--- src/rtl/cond_logic_unit.sv ---
// Conditional-execution and NZCV flag-commit stage for a single-cycle ARM-style core.
// Gates state-changing writes on the condition field and sequences multi-cycle MUL/DIV commits.
module cond_logic_unit #(
   parameter int MULT_CYCLES = 4,
   parameter int DIV_CYCLES  = 8
) (
   input  logic       clk,
   input  logic       rst_n,
   input  logic       instr_valid,
   input  logic [3:0] cond,
   input  logic [3:0] alu_control,
   input  logic [1:0] flag_w,
   input  logic [3:0] alu_flags,
   input  logic       pc_s,
   input  logic       reg_w,
   input  logic       mem_w,
   input  logic       no_write,
   output logic       pc_src,
   output logic       reg_write,
   output logic       mem_write,
   output logic       stall,
   output logic [3:0] flags,
   output logic       cond_ex
);

   localparam logic [3:0] ALU_MUL  = 4'b1010;
   localparam logic [3:0] ALU_DIV  = 4'b1011;
   localparam logic [3:0] MUL_LOAD = 4'(MULT_CYCLES - 2);
   localparam logic [3:0] DIV_LOAD = 4'(DIV_CYCLES - 2);

   typedef enum logic [1:0] {
      ST_IDLE   = 2'b00,
      ST_BUSY   = 2'b01,
      ST_COMMIT = 2'b10
   } state_t;

   typedef struct packed {
      logic       cond_ex;
      logic [1:0] flag_w;
      logic       pc_s;
      logic       reg_w;
      logic       mem_w;
      logic       no_write;
   } ctl_t;

   // flag vector layout is {N,Z,C,V}
   function automatic logic cond_check(input logic [3:0] c, input logic [3:0] f);
      logic res;
      case (c)
         4'b0000: res = f[2];
         4'b0001: res = ~f[2];
         4'b0010: res = f[1];
         4'b0011: res = ~f[1];
         4'b0100: res = f[3];
         4'b0101: res = ~f[3];
         4'b0110: res = f[0];
         4'b0111: res = ~f[0];
         4'b1000: res = f[1] & ~f[2];
         4'b1001: res = ~f[1] | f[2];
         4'b1010: res = ~(f[3] ^ f[0]);
         4'b1011: res = f[3] ^ f[0];
         4'b1100: res = ~f[2] & ~(f[3] ^ f[0]);
         4'b1101: res = f[2] | (f[3] ^ f[0]);
         4'b1110: res = 1'b1;
         default: res = 1'b0;
      endcase
      return res;
   endfunction

   function automatic logic [3:0] merge_flags(input logic [3:0] old_f, input logic [3:0] new_f,
                                              input logic [1:0] fw);
      logic [3:0] res;
      res[3:2] = fw[1] ? new_f[3:2] : old_f[3:2];
      res[1:0] = fw[0] ? new_f[1:0] : old_f[1:0];
      return res;
   endfunction

   state_t     state_q, state_d;
   logic [3:0] cnt_q, cnt_d;
   logic [3:0] flags_q, flags_d;
   ctl_t       ctl_q, ctl_d;

   logic cond_pass_s, is_multi_s, ex_s;
   logic pc_src_s, reg_write_s, mem_write_s, stall_s;

   // Next-state, flag-commit and gated-write decode
   always_comb begin
      state_d     = state_q;
      cnt_d       = cnt_q;
      flags_d     = flags_q;
      ctl_d       = ctl_q;
      ex_s        = 1'b0;
      pc_src_s    = 1'b0;
      reg_write_s = 1'b0;
      mem_write_s = 1'b0;
      stall_s     = 1'b0;
      cond_pass_s = cond_check(cond, flags_q);
      is_multi_s  = (alu_control == ALU_MUL) || (alu_control == ALU_DIV);
      case (state_q)
         ST_IDLE: begin
            ex_s = cond_pass_s & instr_valid;
            if (instr_valid && is_multi_s) begin
               stall_s = 1'b1;
               ctl_d   = '{cond_ex: ex_s, flag_w: flag_w, pc_s: pc_s, reg_w: reg_w,
                           mem_w: mem_w, no_write: no_write};
               cnt_d   = (alu_control == ALU_MUL) ? MUL_LOAD : DIV_LOAD;
               state_d = (cnt_d == 4'd0) ? ST_COMMIT : ST_BUSY;
            end else begin
               pc_src_s    = pc_s & ex_s;
               reg_write_s = reg_w & ex_s & ~no_write;
               mem_write_s = mem_w & ex_s;
               if (ex_s) begin
                  flags_d = merge_flags(flags_q, alu_flags, flag_w);
               end else begin
                  flags_d = flags_q;
               end
            end
         end
         ST_BUSY: begin
            ex_s    = ctl_q.cond_ex;
            stall_s = 1'b1;
            if (cnt_q <= 4'd1) begin
               cnt_d   = 4'd0;
               state_d = ST_COMMIT;
            end else begin
               cnt_d   = cnt_q - 4'd1;
            end
         end
         ST_COMMIT: begin
            ex_s        = ctl_q.cond_ex;
            pc_src_s    = ctl_q.pc_s & ctl_q.cond_ex;
            reg_write_s = ctl_q.reg_w & ctl_q.cond_ex & ~ctl_q.no_write;
            mem_write_s = ctl_q.mem_w & ctl_q.cond_ex;
            if (ctl_q.cond_ex) begin
               flags_d = merge_flags(flags_q, alu_flags, ctl_q.flag_w);
            end else begin
               flags_d = flags_q;
            end
            state_d = ST_IDLE;
         end
         default: begin
            state_d = ST_IDLE;
            cnt_d   = 4'd0;
         end
      endcase
   end

   // State, counter, NZCV and latched-control registers
   always_ff @(posedge clk or negedge rst_n) begin
      if (!rst_n) begin
         state_q <= ST_IDLE;
         cnt_q   <= 4'd0;
         flags_q <= 4'b0000;
         ctl_q   <= '0;
      end else begin
         state_q <= state_d;
         cnt_q   <= cnt_d;
         flags_q <= flags_d;
         ctl_q   <= ctl_d;
      end
   end

   // Outputs drop to their reset values the moment rst_n falls, even mid-operation
   assign pc_src    = pc_src_s & rst_n;
   assign reg_write = reg_write_s & rst_n;
   assign mem_write = mem_write_s & rst_n;
   assign stall     = stall_s & rst_n;
   assign cond_ex   = ex_s & rst_n;
   assign flags     = flags_q;

endmodule

--- config.mk ---
export PLATFORM = sky130hd
export DESIGN_NAME = cond_logic_unit
export DESIGN_NICKNAME = d
export VERILOG_FILES = /design/src/rtl/cond_logic_unit.sv
export SDC_FILE = /design/constraint.sdc
export NUM_CORES = 1
export LEC_CHECK = 0
export CAP_MARGIN = 30
export CORE_MARGIN = 8
export CORE_UTILIZATION = 53
export CTS_CLUSTER_DIAMETER = 40
export DETAILED_ROUTE_END_ITERATION = 6
export GPL_TIMING_DRIVEN = 0
export PLACE_DENSITY = 0.83
export SYNTH_ARGS = -nofsm -noshare
export SYNTH_HDL_FRONTEND = slang
export SYNTH_SLANG_ARGS = --single-unit
--- constraint.sdc ---
create_clock -name clk -period 4.95 [get_ports clk]
set_clock_uncertainty 0.15 [all_clocks]
set_input_delay 0.495 -clock clk [delete_from_list [all_inputs] [get_ports clk]]
set_output_delay 0.495 -clock clk [all_outputs]
set_load 0.01 [all_outputs]
Word level (Yosys, flattened, before mapping)
Cells that the tools add are included.
{ "word_totals": {"input_bits": 21, "ramBits": 0, "elab_cells": 104, "latch_bits": 0, "regBits": 17, "romBits": 0, "out_inout_bits": 9, "mem_count": 0} }
{ "classes": {"order_cmp": 1, "div": 0, "reduce_logical": 12, "n_mux": 26, "addsub": 1, "multipliers": 0, "n_eq_ne": 27, "shifts": 0, "bitwise": 27} }
{ "op_table": {"columns": ["cell", "count"], "rows": [
  ["$eq A4 B4 Y1 const B", 9],
  ["$mux W4", 5],
  ["$ne A2 B2 Y1 const B", 9],
  ["$and A1 B1 Y1", 16],
  ["$eq A4 B3 Y1 const B", 4],
  ["$pmux W1 S15", 1],
  ["$mux W2", 7],
  ["$pmux W4 S3", 1],
  ["$reduce_and A6 Y1", 2],
  ["$pmux W1 S2", 5],
  ["$eq A4 B2 Y1 const B", 2],
  ["$logic_not A4 Y1", 2],
  ["$not A1 Y1", 8],
  ["$pmux W4 S2", 1],
  ["$reduce_and A2 Y1", 3],
  ["$eq A4 B1 Y1 const B", 1],
  ["$le A4 B1 Y1 const B", 1],
  ["$mux W1", 4],
  ["$pmux W2 S2", 1],
  ["$sub A4 B1 Y4 const B", 1],
  ["$mux W3", 1],
  ["$eq A2 B1 Y1 const B", 1],
  ["$eq A2 B2 Y1 const B", 1],
  ["$logic_not A2 Y1", 1],
  ["other kinds (6)", 7]
]} }

Logic depth before layout (Yosys ltp)
Gate-level depths: netlist (run 1).
{ "logic_depth": {"ltp_word": 10, "depth_mapped": 8, "depth_no_buf": 7} }

Worst setup path after synthesis (run 1)
OpenSTA, ideal clock, no wires.
{ "synth_timing": {"path_type": "input-to-output", "start": "input cond[0]", "end": "output mem_write", "n_path_buf": 2, "path_stages": 7, "path_slack_ns": 2.248, "arrival_ns": 2.057, "required_ns": 4.305, "path_cell_list": "clkbuf_1 -> or3_1 -> and3_1 -> o221a_1 -> or2_0 -> buf_6 -> a32o_1"} }
{ "synth_between": {"elab_chain_cells": 7, "word_cells_on_any_way": 21, "cone_classes": "eq/ne (14); mux (3); bitwise (3); reduce/logical (1)"} }
{ "synth_rtl": {"columns": ["item", "line_no", "source"], "rows": [
  ["from (decl)", "10", "input logic [3:0] cond,"],
  ["$eq A4 B4 Y1, or another cell as far along", "49", "case (c)"],
  ["$pmux W1 S15 (*)", "49", null],
  ["$and A1 B1 Y1 (*)", "101", "ex_s = cond_pass_s & instr_valid;"],
  ["$and A1 B1 Y1 (*)", "111", "mem_write_s = mem_w & ex_s;"],
  ["$mux W1 (*)", "102", "if (instr_valid && is_multi_s) begin"],
  ["$pmux W1 S2 (*)", "99", "case (state_q)"],
  ["$and A1 B1 Y1 (*)", "166", "assign mem_write = mem_write_s & rst_n;"],
  ["to (decl)", "20", "output logic mem_write,"]
]} }
Every way passes the cells marked *; elsewhere a longest branch is shown, timed or not.

Worst setup path in the final report (run 1)
{ "layout_timing": {"start": "input instr_valid", "end": "output pc_src"} }
{ "layout_between": {"elab_chain_cells": 5, "word_cells_on_any_way": 6, "cone_classes": "mux (2); bitwise (3); reduce/logical (1)"} }
{ "layout_rtl": {"columns": ["item", "line_no", "source"], "rows": [
  ["from (decl)", "9", "input logic instr_valid,"],
  ["$and A1 B1 Y1", "101", null],
  ["$and A1 B1 Y1", "109", "pc_src_s = pc_s & ex_s;"],
  ["$mux W1 (*)", "102", null],
  ["$pmux W1 S2 (*)", "99", null],
  ["$and A1 B1 Y1 (*)", "164", "assign pc_src = pc_src_s & rst_n;"],
  ["to (decl)", "18", "output logic pc_src,"]
]} }
Marks and branches as above.

==> results of run 1 <==
==> flip-flops by register name, summed over array words and instances, names as in the netlist <==
register and flops:
cnt_q 4, ctl_q 7, flags 4, state_q 2
==> cell families (layout without fill, tap and decap cells) <==
| kind of cell | count (synthesis) | in the layout |
|---|---|---|
| flops | 17 | 17 |
| xor+xnor | 2 | 2 |
| simple gates | 52 | 52 |
| fa+ha+maj | 6 | 6 |
| buf+inv | 14 | 45 |
| mux | 10 | 10 |
| compound gates | 38 | 38 |
==> final cells by class <==
cell class | count | area share (%)
Sequential cell | 17 | 27.2
Buffer | 6 | 2.00
Clock buffer | 3 | 1.44
Clock inverter | 1 | 0.320
Timing Repair Buffer | 27 | 17.3
Multi-Input combinational cell | 108 | 47.6
Tap cell | 28 | 2.24
Inverter | 8 | 1.92
==> critical path, stage by stage <==
cell	delay (ns)
clkdlybuf4s50_1	0.57
nand2_1	0.09
or3_1	0.31
o31ai_1	0.34
or2_0	0.19
buf_6	0.14
a32o_1	0.16
clkdlybuf4s50_1	0.53
==> power breakdown <==
part / internal (mW) / switching [mW] / total (mW)
clock: 0.0302 / 0.0493 / 0.0795
sequential: 0.201 / 0.0638 / 0.264
combinational: 0.202 / 0.208 / 0.409
total: 0.433 / 0.321 / 0.753
==> metal layers <==
metal  vias to the layer above  part of all wire, %  GRT usage (%)
met5                         -                    0              0
met4                         0                  2.5           8.72
met3                         8                  7.9           5.40
met2                        45                   48           28.4
met1                       569                   42           18.7
li1                        575                    -              -
==> synthesized netlist by cell type, drive strengths merged <==
master	number	area share, %
and3	8	4.1
or3	2	1.0
mux2	7	6.4
a32o	3	2.4
o21ai	7	2.8
o211ai	1	0.61
inv	8	2.4
o22a	1	0.71
and2	4	2.1
nand2b	4	2.0
nor3b	2	1.2
nor3	2	0.81
a21boi	1	0.61
clkbuf	5	1.6
a22o	1	0.71
o221a	1	0.92
a221o	4	3.3
ha	6	6.1
nor2	5	1.5
dfrtp	17	35
nand4	4	2.0
and3b	1	0.71
nand4b	2	1.4
buf	1	0.92
mux2i	3	2.4
xor2	1	0.71
o31ai	2	1.2
o32ai	1	0.71
a21oi	15	6.1
or2	2	1.0
or2b	1	0.61
nand2	15	4.6
o221ai	1	0.71
xnor2	1	0.71
==> worst max path at each step <==
| stage | start | endpoint | slack, ns | cells after the start |
|---|---|---|---|---|
| 6_report | instr_valid | pc_src | 1.48 | 8 |
| 5_1_grt | instr_valid | mem_write | 1.28 | 8 |
| 4_1_cts | instr_valid | pc_src | 1.47 | 8 |
| 3_5_place_dp | instr_valid | pc_src | 1.49 | 8 |
| 3_3_place_gp | instr_valid | pc_src | 1.50 | 8 |
| 2_1_floorplan | cond[0] | mem_write | 2.25 | 7 |
==> results.cfg, run 1 <==
[global_routing]
grt_pass1_wl_microns = 5660
grt_util_all_layers_pct = 16.9
overflow = 0
antenna_found_initial = 0
grt_pass1_vias = 1240
grt_max_degree = 22

[final_layout]
nets = 198
fin_util_pct = 70.6
most-common-layout-cells = 27 x clkdlybuf4s50_1, 17 x dfrtp_1, 15 x nand2_1, 15 x a21oi_1
layout.cells.non_filler = 198
multi_input_area_sq_um = 743
area_growth_pct = 27.1
drive_gt1_share_pct = 8.82
final_common_cell = clkdlybuf4s50_1
regArea_sq_um = 425
nFillCells = 179
stdcell_area_sq_um = 1560
diodes = 0

[timing]
rsz0062_at_grt = false
timing.slew.headroom_pct = 41.5
timing.fmax_mhz = 288
setup_viol = 0
fin_setup_tns_ns = 0
hold_viol = 0
finalCritPeriodShare_pct = 70.1
setup_slack_ns = 1.48
fin_crit_ns = 3.47
timing.hold.ws_ns = 0.373
drv_slew = 0
worstMarginPinSlew_ns = 0.875

[detailed_routing]
drt_iter0_markers = 84
drt-total-wl_microns = 3260
drc = 0
ant_nets = 0
dr.pass1.iters = 4
via_per_inst = 6.05
vias = 1197
drt-wirelength-per-cell_microns = 16.4

[yosys]
syn_nets = 166
synth.avg_cell_area_sq_um = 8.85
synth-seq-cells = 17
synth_compound_area_share_pct = 20.9
synth_xor_area_share_pct = 1.42
synth_fa_ha_area_share_pct = 6.10
yosys_warnings = 0
ys_seq_area_share_pct = 34.6
synthCells = 139
synthDistinctLibCells = 37
synth_top_family_by_area = simple AND/OR/NAND/NOR gates
synthSimpleGateAreaFrac_pct = 23.2
synthMuxAreaShare_pct = 8.85
syn-cell-area_sq_um = 1230

[clock_network]
clk_pin_slew_ns = 0.11
cts_resized = 0
cts_sinks = 17
max-clock-path-buffers = 2
cts_made_buffers = 3
cts_tree = done
clkLatencyLatePin_ns = 0.30
cts_max_level = 1
cts_hold_buf = 0
cts-root-buf = clkbuf_4
cts_setup_buffers = 0

[critical_path]
cp.required_ns = 4.30
worst_setup_path_start_kind = input pin
cp_max_fo = 8
reg2reg_slack_ns = 2.58
worst_setup_path_end_kind = primary output
r2r.worst_path.cells = 7
reg2reg_to = flags[3]$_DFFE_PN0P_
path_class = input pin to primary output
r2r_start = flags[0]$_DFFE_PN0P_
arrival_ns = 2.83

[placed_design]
placedCellCount = 194
dp_hpwl_microns = 2530
gp_congestion = 0.850
pre_cts_ws_ns = 1.49
placed_area_sq_um = 1540
io_buffers = 27

[hold_path]
hold_start = cnt_q[3]$_DFFE_PN0P_
hp-class = flop to flop
worstHoldEndpoint = cnt_q[3]$_DFFE_PN0P_
whs_path_depth = 2

[die]
die_h_microns = 64.2
ios = 30
core_area_sq_um = 2210
rows = 17
dieArea_sq_um = 4120
initial_utilization_pct = 55.6
fp.dieW_microns = 64.2

[power]
power_leakage_nw = 0.669
vdd_ir_drop_max_mv = 0.300
power_density_nw_per_um2 = 482
finalPower_mw = 0.753

[status]
status = completed

[job]
max_cap_viol_count = 0
(Power assumes the default switching activity.)
==> run 2, diff against run 1 <==
--- a/config.mk
+++ b/config.mk
@@ -7,11 +7,11 @@
 export LEC_CHECK = 0
 export CAP_MARGIN = 30
 export CORE_MARGIN = 8
-export CORE_UTILIZATION = 53
+export CORE_UTILIZATION = 44
 export CTS_CLUSTER_DIAMETER = 40
 export DETAILED_ROUTE_END_ITERATION = 6
 export GPL_TIMING_DRIVEN = 0
-export PLACE_DENSITY = 0.83
+export PLACE_DENSITY = 0.73
 export SYNTH_ARGS = -nofsm -noshare
 export SYNTH_HDL_FRONTEND = slang
 export SYNTH_SLANG_ARGS = --single-unit
==> constraint.sdc (replaced) <==
create_clock -name clk -period 2.9 [get_ports clk]
set_clock_uncertainty 0.15 [all_clocks]
set_input_delay 0.29 -clock clk [delete_from_list [all_inputs] [get_ports clk]]
set_output_delay 0.29 -clock clk [all_outputs]
set_load 0.01 [all_outputs]
==> results.cfg, run 2 (same netlist as run 1, synthesis figures left out) <==
[global_routing]
grt_util_all_layers_pct = 14.2
grt_max_degree = 22
grt_pass1_wl_microns = 5200
grt_pass1_vias = 1223
overflow = 0
antenna_found_initial = 0

[placed_design]
io_buffers = 27
pre_cts_ws_ns = -0.246
dp_hpwl_microns = 2460
placedCellCount = 197
gp_congestion = 0.859

[detailed_routing]
via_per_inst = 5.84
drt-total-wl_microns = 3200
drt_iter0_markers = 43
vias = 1192
dr.pass1.iters = 4
ant_nets = 0
drc = 0
drt-wirelength-per-cell_microns = 15.7

[timing]
finalCritPeriodShare_pct = 97.3
fin_setup_tns_ns = 0
setup_slack_ns = 0.0787
worstMarginPinSlew_ns = 0.891
fin_crit_ns = 2.82
timing.slew.headroom_pct = 40.4
timing.fmax_mhz = 354
hold_viol = 0
rsz0062_at_grt = false
setup_viol = 0
drv_slew = 0

[critical_path]
path_class = flop to primary output
worst_setup_path_end_kind = primary output
cp_max_fo = 8
arrival_ns = 2.38
worst_setup_path_start_kind = flop
cp.required_ns = 2.46

[die]
dieArea_sq_um = 4740
fp.dieW_microns = 68.9
die_h_microns = 68.9
ios = 30
core_area_sq_um = 2710
rows = 19
initial_utilization_pct = 45.4

[clock_network]
clk_pin_slew_ns = 0.10
clkLatencyLatePin_ns = 0.29
max-clock-path-buffers = 2
cts_sinks = 17
cts-root-buf = clkbuf_4
cts_max_level = 1
cts_tree = done
cts_made_buffers = 3

[status]
status = completed

[final_layout]
nFillCells = 250
layout.cells.non_filler = 204
diodes = 0
regMostFlops = ctl_q
final_common_cell = clkdlybuf4s50_1
nets = 201
area_growth_pct = 31.4
most-common-layout-cells = 21 x clkdlybuf4s50_1, 15 x a21oi_1, 15 x dfrtp_1
largest_reg_flops = 7
drive_gt1_share_pct = 15.6

[power]
power_density_nw_per_um2 = 839
power_leakage_nw = 0.723
vdd_ir_drop_max_mv = 0.475
finalPower_mw = 1.36

[job]
max_cap_viol_count = 0

[hold_path]
hp-class = input pin to asynchronous set/reset pin
==> run 2: cell types whose count changed in the layout (fill, tap and decap cells not counted), sizes merged <==
cell / previous run / this run
clkinv: 1 / 0
dlygate4sd2: 0 / 1
buf: 1 / 6
clkdlybuf4s50: 27 / 21
dlymetal6s2s: 0 / 2
clkbuf: 8 / 10
==> run 2: timing repair <==
action / in CTS / in global routing
hold buffers: 0 / 0
pin swaps: 3 / 2
resized for setup: 18 / 7
setup buffers: 3 / 0
setup endpoints to repair: 5 / 5
==> run 2: path summary, 6_finish.rpt <==
check / from / to / slack (ns) / cells past startpoint
setup / recovery: flags[3]$_DFFE_PN0P_ / pc_src / 0.08 / 8
hold / removal: rst_n / ctl_q[2]$_DFFE_PN0P_ / 0.35 / 1
setup reg to reg: flags[3]$_DFFE_PN0P_ / flags[2]$_DFFE_PN0P_ / 0.63 / 7
hold reg to reg: ctl_q[0]$_DFFE_PN0P_ / ctl_q[0]$_DFFE_PN0P_ / 0.36 / 1
max in group asynchronous: rst_n / flags[0]$_DFFE_PN0P_ / 1.65 / 1
min in group clk: ctl_q[0]$_DFFE_PN0P_ / ctl_q[0]$_DFFE_PN0P_ / 0.36 / 1
==> run 2: critical path, stage by stage, from the launching register on <==
cell	delay, ns
dfrtp_1	0.43
xnor2_2	0.15
or3_1	0.30
and3_1	0.18
o221a_1	0.27
or2_1	0.23
buf_6	0.14
a32o_1	0.25
buf_2	0.14
==> run 2: power by group <==
group / internal (mW) / leakage [nW] / total (mW) / switching [mW]
Clock: 0.0534 / 0.0150 / 0.126 / 0.0726
Combinational: 0.389 / 0.504 / 0.782 / 0.394
Sequential: 0.345 / 0.204 / 0.447 / 0.103
==> run 2: metrics by stage <==
stage,cell area [sq um],utilization (%),hold WS (ns)
floorplan,1230,-,-0.156
global placement,1540,56.8,0.336
detailed placement,1540,56.8,0.344
CTS,1610,59.6,0.367
global route,1620,59.6,0.379
finish,1620,59.6,0.348
==> run 2: final cells by class <==
class	instances	area, sq um	area share (%)
plain buffers	6	32.5	2.01
clock buffers	4	26.3	1.63
inverters	8	30.0	1.86
multi-input cells	108	779	48.2
flip-flops and latches	17	428	26.5
well taps	31	38.8	2.40
repair buffers	30	282	17.4
==> run 2: layer usage <==
metal	track usage (%)	up-vias	wire (microns)
met5	0	-	0
met3	3.72	10	219
met2	24.7	42	1550
met1	15.5	566	1340
met4	7.27	0	82
li1	-	574	-
==> variant 1 (settings of run 2) <==
The parameter `DIV_CYCLES` goes from 8 to 4.
--- a/src/rtl/cond_logic_unit.sv
+++ b/src/rtl/cond_logic_unit.sv
@@ -3,5 +3,5 @@
 module cond_logic_unit #(
    parameter int MULT_CYCLES = 4,
-   parameter int DIV_CYCLES  = 8
+   parameter int DIV_CYCLES  = 4
 ) (
    input  logic       clk,
Check against the original RTL: not equivalent (Yosys sat finds a counterexample within 4 cycles, from zero or initial values and one cycle with rst_n low).
==> variant 1 against run 2 <==
- count of clock-buffer cells in the layout shrank 1
- design area barely moved
- wire length is 5.1% lower
- first-iteration DRC count grew 49%
- sequential share of layout area fell by 0.098 points
- sequential cell count unchanged
- synthesized area increased by 1.4%
- largest power group unchanged
- critical path depth grew 1
- critical endpoint is now cond_ex
- worst setup slack gained 0.019 ns
- core utilization fell by 0.47 points
- clock power about the same
- highest routed layer unchanged
- power decreased by 7.1%
==> variant 1: results (changes against run 2) <==
| Metric | Value |
|---|---|
| First-pass GRT wire length | `5.216 mm (+0.40%)` |
| Placed Cells | `193 (-2.0%)` |
| Met3 usage | `4.578% (+0.86 points)` |
| Net count, final | `196 (-2.5%)` |
| Post-Route WL | `3.037 mm (-5.1%)` |
| Synth top area cells | `dfrtp_1 34%, mux2_2 9.0%, ha_1 6.0%` |
| GR Util met2 | `22.23% (-2.5 points)` |
| Gpl congestion | `0.8443 (-1.7%)` |
| Critical path arrival | `2.36 ns (-0.02 ns)` |
| Cells after synthesis | `136 (-2.2%)` |
| Met3 WL | `182 um (-17%)` |
| Max FO, Critical Path | `6 (-2)` |
| Leakage | `0.7450 nW (+3.0%)` |
| Most frequent cells after synthesis | `17 x dfrtp_1, 15 x nand2_1, 12 x inv_1` |
| Outcome | `finished clean` |
| Post_cts resized | `6 (-12)` |
| Post-Route Utilization | `59.18% (-0.47 points)` |
| Worst hold slack | `0.09517 ns (-0.2527 ns)` |
| GR Layer Usage met1 | `13.72% (-1.8 points)` |
| Starting DRT DRC Count | `64 (+49%)` |
| Sequential-to-total area share from yosys stat | `34.10% (-0.49 points)` |
| CP max-delay cell | `or3_1` |
| Met1 WL | `1.303 mm (-3.1%)` |
| HPWL Detailed | `2.302 mm (-6.4%)` |
| Syn_nets | `163 (-1.8%)` |
| Vias in the first global route | `1166 (-4.7%)` |
| Largest net degree at the start of global routing | `25 (+14%)` |
| Worst Tran Pin Value | `0.9399 ns (+0.04927 ns)` |
| Tot GR Track Use | `12.50% (-1.7 points)` |
| R2r setup slk | `0.44 ns (-0.19 ns)` |
| Ratio of cells with drive above 1 in the final layout | `15.48% (-0.13 points)` |
==> variant 1: cell count changes after synthesis, moves of 3 or more <==
cell | run 2 | this run
o21ai_0 | 7 | 10
a221o_1 | 4 | 0
mux2i_1 | 3 | 6
nand3_1 | 0 | 3
clkbuf_1 | 4 | 1
inv_1 | 8 | 12
a32o_1 | 3 | 0
mux2_2 | 7 | 10
and3_1 | 8 | 1
a21oi_1 | 15 | 9
and2_1 | 3 | 0
nand3b_1 | 0 | 3
nand4_1 | 4 | 0
==> variant 1: worst max-delay path by stage <==
| stage | to | slack [ns] | cells past startpoint |
|---|---|---|---|
| after floorplan | mem_write | 0.68 | 5 |
| after global placement | cond_ex | -0.35 | 7 |
| final | cond_ex | 0.1 | 9 |
| after CTS | pc_src | 0.008 | 6 |
| after detailed placement | cond_ex | -0.39 | 7 |
| after global routing | cond_ex | 0.008 | 7 |
==> variant 1: kinds of logic after synthesis <==
kind of cell,synth area share (%)
adders and majority gates,6.018
muxes,13.84
DFF,34.10
AOI/OAI and AO/OA,18.25
buffers and inverters,5.215
and+or+nand+nor,20.46
xor gates and xnor gates,2.107
==> variant 1: report_power, final <==
part	internal (mW)	switching (mW)	total, mW
clock network	0.0513	0.0745	0.126
registers	0.341	0.106	0.447
logic	0.358	0.329	0.687
==> variant 1: area by class of cell <==
type | instances | share of cell area, %
Buffer | 2 | 1.005
Clock buffer | 3 | 1.392
Clock inverter | 1 | 0.3094
Inverter | 12 | 2.784
Multi-Input combinational cell | 104 | 48.03
Sequential cell | 17 | 26.37
Tap cell | 31 | 2.398
Timing Repair Buffer | 29 | 17.71
==> variant 1: critical path: cells and delay by family <==
| kind | cells | cell delay (ns) |
|---|---|---|
| buffers and inverters | 5 | 1.02 |
| and+or+nand+nor | 1 | 0.42 |
| AOI/OAI and AO/OA | 3 | 0.64 |
==> variant 2 (flow settings as in run 2) <==
Without the edit above. Put one more register stage on the output `flags`, without a reset. The value now appears one clock later. The other outputs are not delayed to match.
--- a/src/rtl/cond_logic_unit.sv
+++ b/src/rtl/cond_logic_unit.sv
@@ -167,5 +167,7 @@
    assign stall     = stall_s & rst_n;
    assign cond_ex   = ex_s & rst_n;
-   assign flags     = flags_q;
+   always_ff @(posedge clk) begin
+      flags <= flags_q;
+   end
 
 endmodule
Formal check against the unedited RTL: not equivalent (Yosys sat finds a counterexample within 4 cycles, from zero or initial values and one cycle with rst_n low).
==> variant 2 against run 2 <==
- synthesized area rose by 6.4%
- sequential cell count rose by 4
- worst setup slack improved by 0.0080 ns
- first-iteration DRC count rose by 4.7%
- power rose by 6.8%
- design area rose by 5.4%
- final cell count rose by 2.5%
- wire length rose by 3.8%
- critical endpoint is now mem_write
==> variant 2: results (changes against run 2) <==
| Metric | Value |
|---|---|
| Root Buffer | `clkbuf_4` |
| Max IR drop VDD | `0.5808 mV (+22%)` |
| Crit. Startpoint | `flags_q[3]` |
| Synth unique cells | `39 (+5.4%)` |
| Sequential-to-total area share from yosys stat | `38.62% (+4.0 points)` |
| GR Util met2 | `24.55% (-0.19 points)` |
| Async S/R FF share, synth | `80.95% (-19 points)` |
| Slew margin rel. | `41.99% (+1.6 points)` |
| Vias in the first global route | `1271 (+3.9%)` |
| Via density | `5.904 (+1.0%)` |
| Fill count | `266 (+6.4%)` |
| First-pass GRT wire length | `5.699 mm (+9.7%)` |
| Reg with most FFs | `ctl_q` |
| Sw Ratio | `39.91% (-2.0 points)` |
| Wirelength per Cell | `15.89 um (+1.3%)` |
| HPWL Detailed | `2.516 mm (+2.3%)` |
| Ratio of cells with drive above 1 in the final layout | `15.73% (+0.12 points)` |
| H-Tree Depth | `1 (unchanged)` |
| Router iterations before antenna repair | `4 (unchanged)` |
| Port buffer count | `27 (unchanged)` |
| Syn_nets | `168 (+1.2%)` |
| GR Layer Usage met1 | `14.52% (-1.0 points)` |
| CTS buffer count | `3 (unchanged)` |
| Ys Warns | `0 (unchanged)` |
| Placed Cells | `199 (+1.0%)` |
| Gpl congestion | `0.8122 (-5.5%)` |
| Mapped cell area | `0.001309 mm^2 (+6.4%)` |
| DP Area | `0.001618 mm^2 (+5.1%)` |
| Tot GR Track Use | `13.48% (-0.74 points)` |
| Synth top area cells | `dfrtp_1 33%, dfxtp_1 6.1%, mux2_2 6.0%` |
| Via count | `1234 (+3.5%)` |
| Synthesized area per cell | `9.282 um^2 (+4.9%)` |
| Max FO, Critical Path | `7 (-1)` |
| Clk slew on worst S/H paths | `0.12 ns (+0.02 ns)` |
| Leakage | `0.7672 nW (+6.1%)` |
| Net count, final | `206 (+2.5%)` |
| Starting DRT DRC Count | `45 (+4.7%)` |
| Outcome | `finished clean` |
| Met3 usage | `3.766% (+0.050 points)` |
| Most frequent cells after synthesis | `17 x dfrtp_1, 15 x a21oi_1, 12 x nand2_1` |
-- variant 2: metal layers --
metal | vias to the layer above | wire length, um
met4 | 0 | 40
met3 | 5 | 222
met1 | 598 | 1352
met2 | 40 | 1706
li1 | 591 | -
met5 | - | 0
-- variant 2: timing repair --
item	in CTS	in global routing
setup endpoints to repair	5	5
pin swaps	3	7
hold buffers	0	0
setup buffers	2	4
resized for setup	19	3
-- variant 2: logic make-up after synthesis --
kind of cell / after synthesis / synth area share [%]
AO/OA/AOI/OAI: 39 / 19.89
XOR/XNOR: 2 / 1.339
adder cells (fa/ha/maj): 6 / 5.736
buffers and inverters: 13 / 4.397
flip-flops: 21 / 38.62
multiplexers: 10 / 8.318
AND/OR/NAND/NOR: 50 / 21.70
-- variant 2: worst paths after layout --
check,endpoint,slack (ns),cells after the start
worst max-delay path,mem_write,0.09,8
worst min-delay path,ctl_q[0],0.31,1
worst max register to register,flags_q[1],0.50,8
worst min register to register,flags[1],0.36,0
max in group asynchronous,cnt_q[1],1.75,1
min in group clk,flags[1],0.36,0
-- variant 2: layout make-up --
class / count / area (um^2) / share of cell area [%]
buffer: 6 / 32.53 / 1.909
inverter: 7 / 26.28 / 1.542
multi-input combinational: 107 / 773.2 / 45.37
timing repair buffer: 33 / 301.5 / 17.69
sequential: 21 / 505.5 / 29.66
clock buffer: 4 / 26.28 / 1.542
tap: 31 / 38.79 / 2.276
-- variant 2: stage by stage --
stage               hold slack, ns  setup slack [ns]
floorplan                  -0.1556            0.5721
global placement            0.2961           -0.1883
detailed placement          0.3057           -0.2586
CTS                         0.3439           0.01710
global route                0.3684          0.001538
finish                      0.3140           0.08663
-- variant 2: critical path: cells and delay by family, from the launching register on --
family                    cells  cell delay, ns
buffers and inverters         2            0.28
DFF                           1            0.44
and+or+nand+nor               3            0.68
AOI/OAI and AO/OA             2            0.50
xor gates and xnor gates      1            0.17
-- variant 2: power by group through the flow --
stage	Sequential (mW)	Combinational, mW	Clock [mW]
after global placement	0.525	0.672	0
after global routing	0.544	0.863	0.163
after floorplan	0.519	0.477	0
after detailed placement	0.534	0.705	0
after CTS	0.527	0.750	0.148
final	0.529	0.776	0.143
